<file path="config.mk">
export PLATFORM = sky130hd
export DESIGN_NAME = fpu_row_fetcher_flat
export DESIGN_NICKNAME = d
export VERILOG_FILES = /design/src/rtl/fpu_row_fetcher_if.sv /design/src/rtl/fpu_row_fetcher.sv /design/src/flat_wrapper.sv
export SDC_FILE = /design/constraint.sdc
export NUM_CORES = 1
export LEC_CHECK = 0
export ABC_AREA = 1
export CAP_MARGIN = 20
export CORE_AREA = 5 5 441 443
export CTS_CLUSTER_DIAMETER = 80
export CTS_CLUSTER_SIZE = 8
export DETAILED_ROUTE_END_ITERATION = 8
export DIE_AREA = 0 0 446 448
export GPL_ROUTABILITY_DRIVEN = 0
export PLACE_DENSITY = 0.33
export SLEW_MARGIN = 25
export SYNTH_ARGS = -nofsm -noshare
export SYNTH_HDL_FRONTEND = slang
export SYNTH_SLANG_ARGS = --single-unit
</file>
<file path="constraint.sdc">
create_clock -name clk -period 3.7 [get_ports clk]
set_input_delay 0.37 -clock clk [delete_from_list [all_inputs] [get_ports clk]]
set_output_delay 0.37 -clock clk [all_outputs]
set_load 0.01 [all_outputs]
</file>
<file path="src/rtl/fpu_row_fetcher_if.sv">
// Memory-read and line-stream bus of the FPU row fetcher.
//   fetch_request/fetch_address     : line read request toward memory
//   fetch_data_valid/fetch_data     : returned 512-bit line
//   line_valid/line_ready           : handshake toward the filter datapath
//   line_data/line_row/line_last_in_row : registered line and its position
// master = fetcher side, slave = memory + datapath side.
interface fpu_row_fetcher_if;
   logic         fetch_request;
   logic [31:0]  fetch_address;
   logic         fetch_data_valid;
   logic [511:0] fetch_data;
   logic         line_valid;
   logic         line_ready;
   logic [511:0] line_data;
   logic [15:0]  line_row;
   logic         line_last_in_row;

   modport master (
      output fetch_request, fetch_address, line_valid, line_data, line_row, line_last_in_row,
      input  fetch_data_valid, fetch_data, line_ready
   );
   modport slave (
      input  fetch_request, fetch_address, line_valid, line_data, line_row, line_last_in_row,
      output fetch_data_valid, fetch_data, line_ready
   );
endinterface

</file>
<file path="src/rtl/fpu_row_fetcher.sv">
// Walks an 8-bit image row by row in 64-byte memory lines, one outstanding
// read at a time, and hands each line to the filter datapath.
//   clk, rst_n      : clock, synchronous active-low reset
//   fetch_start     : start pulse; image_width/height/start_address sampled then
//   busy            : high whenever not IDLE
//   fetch_done      : one-cycle pulse at the end of the image (or empty image)
//   bus (master)    : memory read request/response and line output stream
module fpu_row_fetcher #(
   parameter int LINE_BYTES = 64
) (
   input  logic        clk,
   input  logic        rst_n,
   input  logic        fetch_start,
   input  logic [15:0] image_width,
   input  logic [15:0] image_height,
   input  logic [31:0] start_address,
   output logic        busy,
   output logic        fetch_done,
   fpu_row_fetcher_if.master bus
);
   localparam int SHIFT = $clog2(LINE_BYTES);

   typedef enum logic [2:0] {IDLE, REQ, WAIT, OUT, DONE} state_t;

   state_t       state, state_n;
   logic [15:0]  width_q, height_q;
   logic [15:0]  row, chunk;
   logic [31:0]  row_base;
   logic [16:0]  nchunks;
   logic         last_chunk, last_row, mem_take;
   logic [31:0]  line_addr;

   // 17-bit sum so width=0xFFFF does not overflow the round-up
   assign nchunks    = ({1'b0, width_q} + 17'(LINE_BYTES - 1)) >> SHIFT;
   assign last_chunk = ({1'b0, chunk} == nchunks - 17'd1);
   assign last_row   = (row == height_q - 16'd1);
   assign line_addr  = row_base + (32'(chunk) << SHIFT);

   // Data may come back in the very cycle the request first rises (REQ)
   assign mem_take = bus.fetch_data_valid && (state == REQ || state == WAIT);

   always_ff @(posedge clk) begin
      if (!rst_n) state <= IDLE;
      else        state <= state_n;
   end

   always_comb begin
      state_n = state;
      case (state)
         IDLE: if (fetch_start)
                  state_n = (image_width == 16'd0 || image_height == 16'd0) ? DONE : REQ;
         REQ:  state_n = mem_take ? OUT : WAIT;
         WAIT: if (mem_take) state_n = OUT;
         OUT:  if (bus.line_ready) state_n = (last_chunk && last_row) ? DONE : REQ;
         DONE: state_n = IDLE;
         default: state_n = IDLE;
      endcase
   end

   always_ff @(posedge clk) begin
      if (!rst_n) begin
         width_q              <= '0;
         height_q             <= '0;
         row                  <= '0;
         chunk                <= '0;
         row_base             <= '0;
         bus.line_data        <= '0;
         bus.line_row         <= '0;
         bus.line_last_in_row <= 1'b0;
      end else begin
         if (state == IDLE && fetch_start) begin
            width_q  <= image_width;
            height_q <= image_height;
            row      <= '0;
            chunk    <= '0;
            row_base <= start_address;
         end
         if (mem_take) begin
            bus.line_data        <= bus.fetch_data;
            bus.line_row         <= row;
            bus.line_last_in_row <= last_chunk;
         end
         // Position advances on the handshake; after the final line the
         // counters are simply left alone until the next start.
         if (state == OUT && bus.line_ready) begin
            if (!last_chunk) begin
               chunk <= chunk + 16'd1;
            end else if (!last_row) begin
               chunk    <= '0;
               row      <= row + 16'd1;
               row_base <= row_base + {16'd0, width_q};
            end
         end
      end
   end

   assign bus.fetch_request = (state == REQ) || (state == WAIT);
   assign bus.fetch_address = bus.fetch_request ? line_addr : 32'd0;
   assign bus.line_valid    = (state == OUT);
   assign busy              = (state != IDLE);
   assign fetch_done        = (state == DONE);
endmodule

</file>
<file path="src/flat_wrapper.sv">
// flat-port wrapper written by rule: the top's interface ports become plain ports
module fpu_row_fetcher_flat 
#(
   parameter int LINE_BYTES = 64
)
  (clk, rst_n, fetch_start, image_width, image_height, start_address, busy, fetch_done, bus_fetch_request, bus_fetch_address, bus_line_valid, bus_line_data, bus_line_row, bus_line_last_in_row, bus_fetch_data_valid, bus_fetch_data, bus_line_ready);
  fpu_row_fetcher_if bus_i ();
  input  logic clk;
  input  logic rst_n;
  input  logic fetch_start;
  input  logic [15:0] image_width;
  input  logic [15:0] image_height;
  input  logic [31:0] start_address;
  output logic busy;
  output logic fetch_done;
  output wire logic [$bits(bus_i.fetch_request)-1:0] bus_fetch_request;
  output wire logic [$bits(bus_i.fetch_address)-1:0] bus_fetch_address;
  output wire logic [$bits(bus_i.line_valid)-1:0] bus_line_valid;
  output wire logic [$bits(bus_i.line_data)-1:0] bus_line_data;
  output wire logic [$bits(bus_i.line_row)-1:0] bus_line_row;
  output wire logic [$bits(bus_i.line_last_in_row)-1:0] bus_line_last_in_row;
  input wire logic [$bits(bus_i.fetch_data_valid)-1:0] bus_fetch_data_valid;
  input wire logic [$bits(bus_i.fetch_data)-1:0] bus_fetch_data;
  input wire logic [$bits(bus_i.line_ready)-1:0] bus_line_ready;
  assign bus_fetch_request = bus_i.fetch_request;
  assign bus_fetch_address = bus_i.fetch_address;
  assign bus_line_valid = bus_i.line_valid;
  assign bus_line_data = bus_i.line_data;
  assign bus_line_row = bus_i.line_row;
  assign bus_line_last_in_row = bus_i.line_last_in_row;
  assign bus_i.fetch_data_valid = bus_fetch_data_valid;
  assign bus_i.fetch_data = bus_fetch_data;
  assign bus_i.line_ready = bus_line_ready;
  fpu_row_fetcher #(.LINE_BYTES(LINE_BYTES)) u_core (.clk(clk), .rst_n(rst_n), .fetch_start(fetch_start), .image_width(image_width), .image_height(image_height), .start_address(start_address), .busy(busy), .fetch_done(fetch_done), .bus(bus_i));
endmodule
</file>
==> results.sh <==
export IMPL_grt_max_degree=109
export IMPL_boundaryPins=1146
export IMPL_syn_avg_cell_area_um2=7.11
export IMPL_final_hold_viol_count=0
export IMPL_dieArea_um2=200000
export IMPL_slew_viol_final=0
export IMPL_start_util_pct=13.9
export IMPL_synthDistinctLibCells=46
export IMPL_required_ns=3.33
export IMPL_status="finished clean"
export IMPL_synthArstFlopShare_pct=0
export IMPL_core_region_area_um2=190000
export IMPL_insertion_delay_ns=0.73
export IMPL_design_area_um2=44100
export IMPL_grt_antenna_before_repair=117
export IMPL_syn_to_final_growth_pct=66.9
export IMPL_crit_top_cell="nand2_2"
export IMPL_tightestPinTransition_ns=0.864
export IMPL_clock_sinks=628
export IMPL_cts_tree="done"
export IMPL_vias_per_cell=3.94
export IMPL_peakVddDrop_v=0.000346
export IMPL_fin_hold_ws_ns=0.114
export IMPL_die_h_um=448
export IMPL_worst_slew_margin_rel_pct=41.8
export IMPL_cellPowerDensity_nw_per_um2=784
export IMPL_synth_edf_count=0
export IMPL_ys_ff_latch=628
export IMPL_worstSetupPathType="flip-flop to output port"
export IMPL_overflow=0
export IMPL_final_common_cell="nor2_1"
export IMPL_drt_pre_antenna_iters=5
export IMPL_drive_gt1_share_pct=6.48
export IMPL_grtUsageTotal_pct=18.1
export IMPL_row_count=160
export IMPL_arrival_ns=3.21
export IMPL_cts_buffer_depth=3
export IMPL_dieWidth_um=446
export IMPL_cp_max_fo=3
export IMPL_power_mw=34.6
export IMPL_seq_area_frac_synth_pct=47.6
export IMPL_synth_top_cell_area_share_pct=47.6
export IMPL_numCtsBuffers=95
export IMPL_wire_per_inst_um=25.7
export IMPL_slowest_delay_ns=0.35
export IMPL_synth_area_um2=26400
export IMPL_clock_root_buffer="clkbuf_16"
export IMPL_fin_ws_ns=0.125
export IMPL_htreeDepth=3
export IMPL_synth_nets=4336
export IMPL_setup_viol=0
export IMPL_critical_path_top_delay_family="simple AND/OR/NAND/NOR gates"
export IMPL_layout_common_cells="nor2_1 (1205), clkdlybuf4s50_1 (1127), o21ai_0 (638), dfxtp_1 (624), nand2_1 (364)"
export IMPL_max_cap_violations=0
export IMPL_grt_pass1_wl_mm=250
export IMPL_yosys_warnings=0
export IMPL_fill_cells=21100
export IMPL_placed_area_um2=41100
export IMPL_dp_hpwl_mm=155
export IMPL_place_ws_ns=0.0513
export IMPL_synth_ff_type="dfxtp_1"
export IMPL_worstPathCellList="ha_4, inv_2, fa_2, inv_2, nand3_2, nand2_2, nand2_2, nand2_2, a21oi_4, o21ai_2, inv_1, nor2_1, nor2_2, o21bai_2, a21oi_4, nor2_2, buf_6, nand3_2, nand2_1, nor2_1, buf_2"
export IMPL_fin_skew_ns=0.0401
export IMPL_worstSetupStartpointType="flip-flop"
export IMPL_route_detailed_drc=0
export IMPL_syn_inst=3717
export IMPL_clkTransAtPathRegs_ns=0.06
export IMPL_rsz0062_at_grt="true"
export IMPL_routed_wl_mm=190
export IMPL_hp_class="input port to flip-flop"
export IMPL_io_buffers=1145
export IMPL_finish_net_count=5456
export IMPL_slowest_stage="dfxtp_2"
export IMPL_cp_end_kind="output port"
export IMPL_critPathBufInv=5
export IMPL_p_leak_nw=16.8
export IMPL_fmaxAchievable_mhz=280
export IMPL_fin_crit_ns=3.58
export IMPL_vias=29120
export IMPL_antenna_left=0
export IMPL_grt_pass1_vias=28561
export IMPL_yosys_area_top_type="dfxtp_1"
export IMPL_synthTopCellsByArea="dfxtp_1 (48%), nor2_1 (17%), o21ai_0 (12%)"
export IMPL_fin_crit_sh_pct=96.6
export IMPL_drt_iter0_drc=1767
export IMPL_cts_hold_buffers=0
## Yosys cell counts (6+ instances only)
master / n
nor2_1: 1209
xnor2_1: 9
nor3_1: 27
nor2_2: 7
nand2_1: 371
nor4_1: 13
inv_2: 7
o21ai_1: 6
inv_1: 155
dfxtp_1: 628
clkbuf_1: 200
o21a_1: 7
xor2_1: 55
buf_2: 7
ha_1: 36
a21oi_1: 138
nand3_1: 102
nand4_1: 23
o21ai_0: 645
nand2_2: 7
nor2_4: 7
buf_1: 9
## cells by family (layout without fill, tap and decap cells)
logic type / after synthesis / count (layout) / synth area share [%]
simple gates: 1785 / 1785 / 27.0
buf+inv: 386 / 1531 / 5.66
mux: 8 / 8 / 0.327
xor+xnor: 64 / 64 / 2.12
flops: 628 / 628 / 47.6
other cells: 0 / 17 / 0
fa+ha+maj: 38 / 38 / 1.86
compound gates: 808 / 808 / 15.5
## registers in the layout, indices dropped and copies added, names as in the netlist
| register | cells |
|---|---|
| u_core.state | 3 |
| u_core.height_q | 16 |
| u_core.row_base | 32 |
| u_core.chunk | 16 |
| u_core.bus.line_last_in_row | 1 |
| u_core.row | 16 |
| u_core.bus.line_row | 16 |
| u_core.bus.line_data | 512 |
| u_core.width_q | 16 |
## cell type report
type / instances / area, um^2 / area share, %
Inverter: 163 / 619 / 1.40
Antenna cell: 17 / 42.5 / 0.0965
Multi-Input combinational cell: 2703 / 12500 / 28.4
Tap cell: 2511 / 3140 / 7.12
Timing Repair Buffer: 1246 / 12400 / 28.2
Sequential cell: 628 / 12600 / 28.5
Clock inverter: 17 / 248 / 0.562
Clock buffer: 105 / 2470 / 5.61
## power breakdown
group	switching (mW)	total (mW)	internal, mW	leakage (nW)
Combinational	9.10	15.7	6.55	10.3
Clock	3.56	8.40	4.84	1.32
Sequential	1.51	10.5	9.03	5.15
## metal layers
metal | GRT usage, % | routed length, um
met2 | 34.5 | 102000
met4 | 4.32 | 4840
met3 | 5.40 | 14300
met1 | 19.4 | 69000
met5 | 0 | 301
## repair_timing
action,4_1_cts,5_1_grt
buffers inserted,6,5
endpoints found under the setup margin,18,17
resized for setup,73,30
pin swaps,13,15
## worst paths after layout
| kind | to | slack (ns) | depth (start not counted) | startpoint |
|---|---|---|---|---|
| max | bus_fetch_address[28] | 0.12 | 21 | u_core.chunk[0]$_SDFF_PN0_ |
| min | u_core.bus.line_data[136]$_SDFFE_PN0P_ | 0.11 | 3 | rst_n |
| max reg2reg | u_core.row_base[19]$_SDFF_PN0_ | 0.42 | 21 | u_core.width_q[0]$_SDFFE_PN0P_ |
| min reg2reg | u_core.bus.line_data[92]$_SDFFE_PN0P_ | 0.48 | 2 | u_core.bus.line_data[92]$_SDFFE_PN0P_ |
## stage by stage
stage,cells,setup TNS [ns],utilization [%]
after global routing,7377,-0.450,23.2
after detailed placement,7240,0,21.7
after CTS,7368,-0.529,23.2
final,7390,0,23.3
after global placement,7240,0,21.7
after floorplan,3717,0,-
## tightest hold or removal path: cells and delay by family
kind	cells	cell delay, ns
compound gates	1	0.15
buf+inv	1	0.19
simple gates	1	0.05
No activity file was read; power rests on OpenSTA's default activity.
